$ cat config.mk
export PLATFORM = sky130hd
export DESIGN_NAME = tause_urng
export DESIGN_NICKNAME = d
export VERILOG_FILES = /design/src/rtl/tause_pkg.sv /design/src/rtl/tause_if.sv /design/src/rtl/tause_gen.sv /design/src/rtl/tause_urng.sv
export SDC_FILE = /design/constraint.sdc
export NUM_CORES = 1
export LEC_CHECK = 0
export CAP_MARGIN = 20
export CORE_ASPECT_RATIO = 0.7
export CORE_MARGIN = 2
export CORE_UTILIZATION = 31
export DETAILED_ROUTE_END_ITERATION = 8
export SKIP_LAST_GASP = 1
export SLEW_MARGIN = 10
export SYNTH_ARGS = -nofsm -noshare
export SYNTH_HDL_FRONTEND = slang
export SYNTH_SLANG_ARGS = --single-unit
$ cat constraint.sdc
create_clock -name iClk -period 1.4 [get_ports iClk]
set_input_delay 0.28 -clock iClk [delete_from_list [all_inputs] [get_ports iClk]]
set_output_delay 0.28 -clock iClk [all_outputs]
set_load 0.005 [all_outputs]
$ cat src/rtl/tause_pkg.sv
// Shared constants and step helpers for the taus88 generator.
// Optional seed clamping is enabled with TAUSE_SEED_FIX_EN.
package tause_pkg;

    localparam int W = 32;

    localparam int unsigned C1_SL = 13;
    localparam int unsigned C1_SR = 19;
    localparam int unsigned C1_SK = 12;

    localparam int unsigned C2_SL = 2;
    localparam int unsigned C2_SR = 25;
    localparam int unsigned C2_SK = 4;

    localparam int unsigned C3_SL = 3;
    localparam int unsigned C3_SR = 11;
    localparam int unsigned C3_SK = 17;

    localparam logic [W-1:0] C1_MASK = 32'hFFFF_FFFE;
    localparam logic [W-1:0] C2_MASK = 32'hFFFF_FFF8;
    localparam logic [W-1:0] C3_MASK = 32'hFFFF_FFF0;

    localparam logic [W-1:0] C1_MIN = 32'd2;
    localparam logic [W-1:0] C2_MIN = 32'd8;
    localparam logic [W-1:0] C3_MIN = 32'd16;

    typedef enum logic {
        ST_SEED = 1'b0,
        ST_RUN  = 1'b1
    } gen_state_e;

    // One Tausworthe component update; shifts are logical, overflow drops.
    function automatic logic [W-1:0] taus_step(
        input logic [W-1:0] s,
        input int unsigned  sl,
        input int unsigned  sr,
        input int unsigned  sk,
        input logic [W-1:0] mask
    );
        logic [W-1:0] b;
        b = ((s << sl) ^ s) >> sr;
        return ((s & mask) << sk) ^ b;
    endfunction

    function automatic logic [W-1:0] seed_clamp(
        input logic [W-1:0] s,
        input logic [W-1:0] lo
    );
        return (s < lo) ? lo : s;
    endfunction

endpackage

$ cat src/rtl/tause_if.sv
// Seed/sample bundle for one 3-component generator.
// Master drives seeds and consumes the sample; slave is the generator.
interface tause_if;
    import tause_pkg::*;

    logic [W-1:0] seed1;
    logic [W-1:0] seed2;
    logic [W-1:0] seed3;
    logic [W-1:0] taus;

    modport master (
        output seed1,
        output seed2,
        output seed3,
        input  taus
    );

    modport slave (
        input  seed1,
        input  seed2,
        input  seed3,
        output taus
    );

endinterface

$ cat src/rtl/tause_gen.sv
// One taus88 generator: seeds loaded once after reset, then free-running.
// TAUSE_SEED_FIX_EN clamps degenerate seeds to the component minimum.
module tause_gen
    import tause_pkg::*;
(
    input  logic   i_clk,
    input  logic   i_rst,
    tause_if.slave u_bus
);

    gen_state_e   r_state;
    logic [W-1:0] r_s1;
    logic [W-1:0] r_s2;
    logic [W-1:0] r_s3;

    logic [W-1:0] w_seed1;
    logic [W-1:0] w_seed2;
    logic [W-1:0] w_seed3;
    logic [W-1:0] w_src1;
    logic [W-1:0] w_src2;
    logic [W-1:0] w_src3;
    logic         w_seeded;

`ifdef TAUSE_SEED_FIX_EN
    assign w_seed1 = seed_clamp(u_bus.seed1, C1_MIN);
    assign w_seed2 = seed_clamp(u_bus.seed2, C2_MIN);
    assign w_seed3 = seed_clamp(u_bus.seed3, C3_MIN);
`else
    assign w_seed1 = u_bus.seed1;
    assign w_seed2 = u_bus.seed2;
    assign w_seed3 = u_bus.seed3;
`endif

    assign w_seeded = (r_state == ST_RUN);

    // Seeds feed the step only on the load edge; afterwards state recirculates.
    assign w_src1 = w_seeded ? r_s1 : w_seed1;
    assign w_src2 = w_seeded ? r_s2 : w_seed2;
    assign w_src3 = w_seeded ? r_s3 : w_seed3;

    always_ff @(posedge i_clk or negedge i_rst) begin
        if (!i_rst) begin
            r_state <= ST_SEED;
            r_s1    <= '0;
            r_s2    <= '0;
            r_s3    <= '0;
        end else begin
            r_s1 <= taus_step(w_src1, C1_SL, C1_SR, C1_SK, C1_MASK);
            r_s2 <= taus_step(w_src2, C2_SL, C2_SR, C2_SK, C2_MASK);
            r_s3 <= taus_step(w_src3, C3_SL, C3_SR, C3_SK, C3_MASK);
            unique case (r_state)
                ST_SEED: r_state <= ST_RUN;
                ST_RUN:  r_state <= ST_RUN;
                default: r_state <= ST_SEED;
            endcase
        end
    end

    assign u_bus.taus = r_s1 ^ r_s2 ^ r_s3;

endmodule

$ cat src/rtl/tause_urng.sv
// Dual independent taus88 uniform generators, one sample each per clock.
// Seed clamping is optional via TAUSE_SEED_FIX_EN.
module tause_urng
    import tause_pkg::*;
(
    input  logic         iClk,
    input  logic         iRst,
    input  logic [W-1:0] iUrng_seed1,
    input  logic [W-1:0] iUrng_seed2,
    input  logic [W-1:0] iUrng_seed3,
    input  logic [W-1:0] iUrng_seed4,
    input  logic [W-1:0] iUrng_seed5,
    input  logic [W-1:0] iUrng_seed6,
    output logic [W-1:0] oTaus1,
    output logic [W-1:0] oTaus2
);

    tause_if u_bus_a ();
    tause_if u_bus_b ();

    assign u_bus_a.seed1 = iUrng_seed1;
    assign u_bus_a.seed2 = iUrng_seed2;
    assign u_bus_a.seed3 = iUrng_seed3;

    assign u_bus_b.seed1 = iUrng_seed4;
    assign u_bus_b.seed2 = iUrng_seed5;
    assign u_bus_b.seed3 = iUrng_seed6;

    tause_gen u_gen_a (
        .i_clk (iClk),
        .i_rst (iRst),
        .u_bus (u_bus_a.slave)
    );

    tause_gen u_gen_b (
        .i_clk (iClk),
        .i_rst (iRst),
        .u_bus (u_bus_b.slave)
    );

    assign oTaus1 = u_bus_a.taus;
    assign oTaus2 = u_bus_b.taus;

endmodule

==> run_results.csv <==
group,metric,value,unit
cts,cts_max_path_buffers,2,
cts,clock_latency,0.45,ns
cts,clk_pin_slew,0.07,ns
global_route,antenna_found_initial,4,
power,totalPowerFinal,0.0234,W
synthesis,yosysUniqueCellTypes,8,
floorplan,fp.dieArea,32500,µm²
critical_path,cp_max_fo,2,
floorplan,io_pins,258,
synthesis,syn_inst,699,
sta,rsz0062_at_grt,"true",
run_status,status,"finished with violations",
floorplan,core.rowCount,53,
global_route,grt_max_degree,51,
detailed_routing,drt-initial-drc-count,324,
finish,fin_util,0.494,
detailed_routing,vias_per_cell,4.31,
critical_path,critPathArrivalTime,1.60,ns
finish,layout.cells.non_filler,1562,
finish,layout-drive-gt1-share,0.449,
sta,hold_violations,0,
sta,fmaxAchievable,531,MHz
critical_path,rrSetupSlack,0.04,ns
global_route,gr-total-overflow,0,
detailed_routing,first_pass_iters,4,
synthesis,syn_area,9640,µm²
cts,cts_buffers,17,
finish,layout_commonest_cell,"xnor2_1",
sta,slew_viol_final,0,
synthesis,yosys_warnings,0,
critical_path,path_class,"flop to primary output",
synthesis,syn-num-nets,893,
worst_hold_path,hold_class,"primary input to asynchronous set/reset pin",
critical_path,start_kind,"flop",
finish,nets,1329,
critical_path,crit-reg2reg-launch,"u_gen_b.r_state",
place,place_inst,1503,
sta,setup_viol,64,
detailed_routing,via_count,6729,
cts,clock_sinks,193,
global_route,grt_use_total,0.205,
critical_path,required,1.12,ns
floorplan,core,30300,µm²
floorplan,start_util,0.318,
sta,period_minus_slack,1.88,ns
place,place_congestion,0.882,
global_route,grt_pass1_wl,46900,µm
sta,clock_skew,0.0139,ns
critical_path,worstSetupEndpointType,"primary output",
synthesis,ys_ff_latch,193,
power,leakagePower,6.42,nW
finish,syn2layout_area_growth,55.3,%
detailed_routing,drt_wl_total,32500,µm
floorplan,die_width,215,µm
power,irDropWorstVdd,0.000611,V
cts,root_buffer,"clkbuf_16",
finish,final_cell_mix,"xnor2_1 (216), buf_4 (182), clkdlybuf4s50_1 (176), dfrtp_1 (159), mux2_2 (110)",
floorplan,die_h,152,µm
synthesis,syn_area_per_cell,13.8,µm²
place,io_buffer_count,241,
sta,post-route-period-util,1.34,
run_status,violations,"negative setup slack",
cts,tritoncts,"yes",
synthesis,seq_area_frac_synth,0.501,
global_route,grt_pass1_vias,7124,
detailed_routing,avgRoutedWirePerCell,20.8,µm
sta,whs,0.278,ns
place,dp_hpwl,26500,µm
job,cap_violations,0,
detailed_routing,antenna_left,0,
cts,htreeDepth,4,
detailed_routing,drc_errors,0,
place,dp_slack,-0.477,ns
critical_path,timing.rr.end,"u_gen_b.r_s1[28]",
sta,fin_ws,-0.482,ns
power,p_per_area,1560,nW/µm²
critical_path,worst_r2r_path_depth,3,
flip-flops by register name, summed over array words and instances (netlist names):
| register | count |
|---|---|
| u_gen_a.r_s1 | 32 |
| u_gen_a.r_s2 | 32 |
| u_gen_a.r_s3 | 32 |
| u_gen_b.r_s1 | 32 |
| u_gen_b.r_s2 | 32 |
| u_gen_b.r_s3 | 32 |
| u_gen_b.r_state | 1 |
synthesized netlist by cell type:
master / count / area [µm²]
buf_4: 9 / 67.6
buf_6: 10 / 113
mux2_2: 110 / 1240
buf_2: 2 / 10.0
mux2i_1: 82 / 821
conb_1: 1 / 3.75
xnor2_1: 292 / 2560
dfrtp_1: 193 / 4830
critical path, cell delays in order, from the launching register on:
cell	delay, ns
dfrtp_1	0.41
xnor2_2	0.32
buf_4	0.18
xnor2_2	0.11
buf_2	0.14
per-stage QoR:
stage / setup TNS (ns) / cell area (µm²)
finish: -16.56 / 15000
global route: -20.65 / 15000
CTS: -19.05 / 14800
detailed placement: -15.05 / 13800
global placement: -15.22 / 13800
floorplan: 0 / 9640
power breakdown:
part	internal (W)	switching (W)
sequential	0.00681	0.00151
clock	0.00255	0.00244
combinational	0.00610	0.00393
kinds of logic (layout without fill, tap and decap cells):
logic type,after synthesis,after routing,synth area share
XOR/XNOR,292,292,0.265
buffers and inverters,21,470,0.0197
flip-flops,193,193,0.501
multiplexers,192,192,0.214
other,1,3,0.000389
worst max-delay path by stage:
stage	endpoint	slack, ns	cells past startpoint	start
5_1_grt	oTaus2[16]	-0.50	4	u_gen_b.r_s3[16]
4_1_cts	oTaus2[16]	-0.48	4	u_gen_b.r_s3[16]
3_3_place_gp	oTaus2[16]	-0.55	4	u_gen_b.r_s2[16]
3_5_place_dp	oTaus2[16]	-0.48	4	u_gen_b.r_s3[16]
2_1_floorplan	u_gen_a.r_s1[31]	0.28	3	u_gen_b.r_state
6_report	oTaus2[16]	-0.48	4	u_gen_b.r_s3[16]
cell type report:
type | count | area, µm²
Clock inverter | 15 | 168
Tap cell | 412 | 515
Clock buffer | 17 | 425
Timing Repair Buffer | 438 | 3740
Fill cell | 2707 | 15300
Sequential cell | 193 | 4870
Antenna cell | 2 | 5.00
Multi-Input combinational cell | 485 | 5240
metal layers:
metal / part of all wire / global-route usage / wire [µm] / up-vias
met3: 0.074 / 0.0523 / 2400 / 19
met5: 0 / 0 / 0 / -
met4: 0.013 / 0.0465 / 412 / 0
met1: 0.51 / 0.329 / 16700 / 3353
li1: - / - / - / 3197
met2: 0.40 / 0.264 / 13000 / 160
what timing repair did:
item	CTS	global route
endpoints found under the setup margin	66	65
hold buffers	1	0
resized for setup	344	29
gates cloned	0	0
pin swaps	93	58
buffers inserted	29	4
hold endpoints to repair	20	0
No activity file was read; power rests on OpenSTA's default activity.
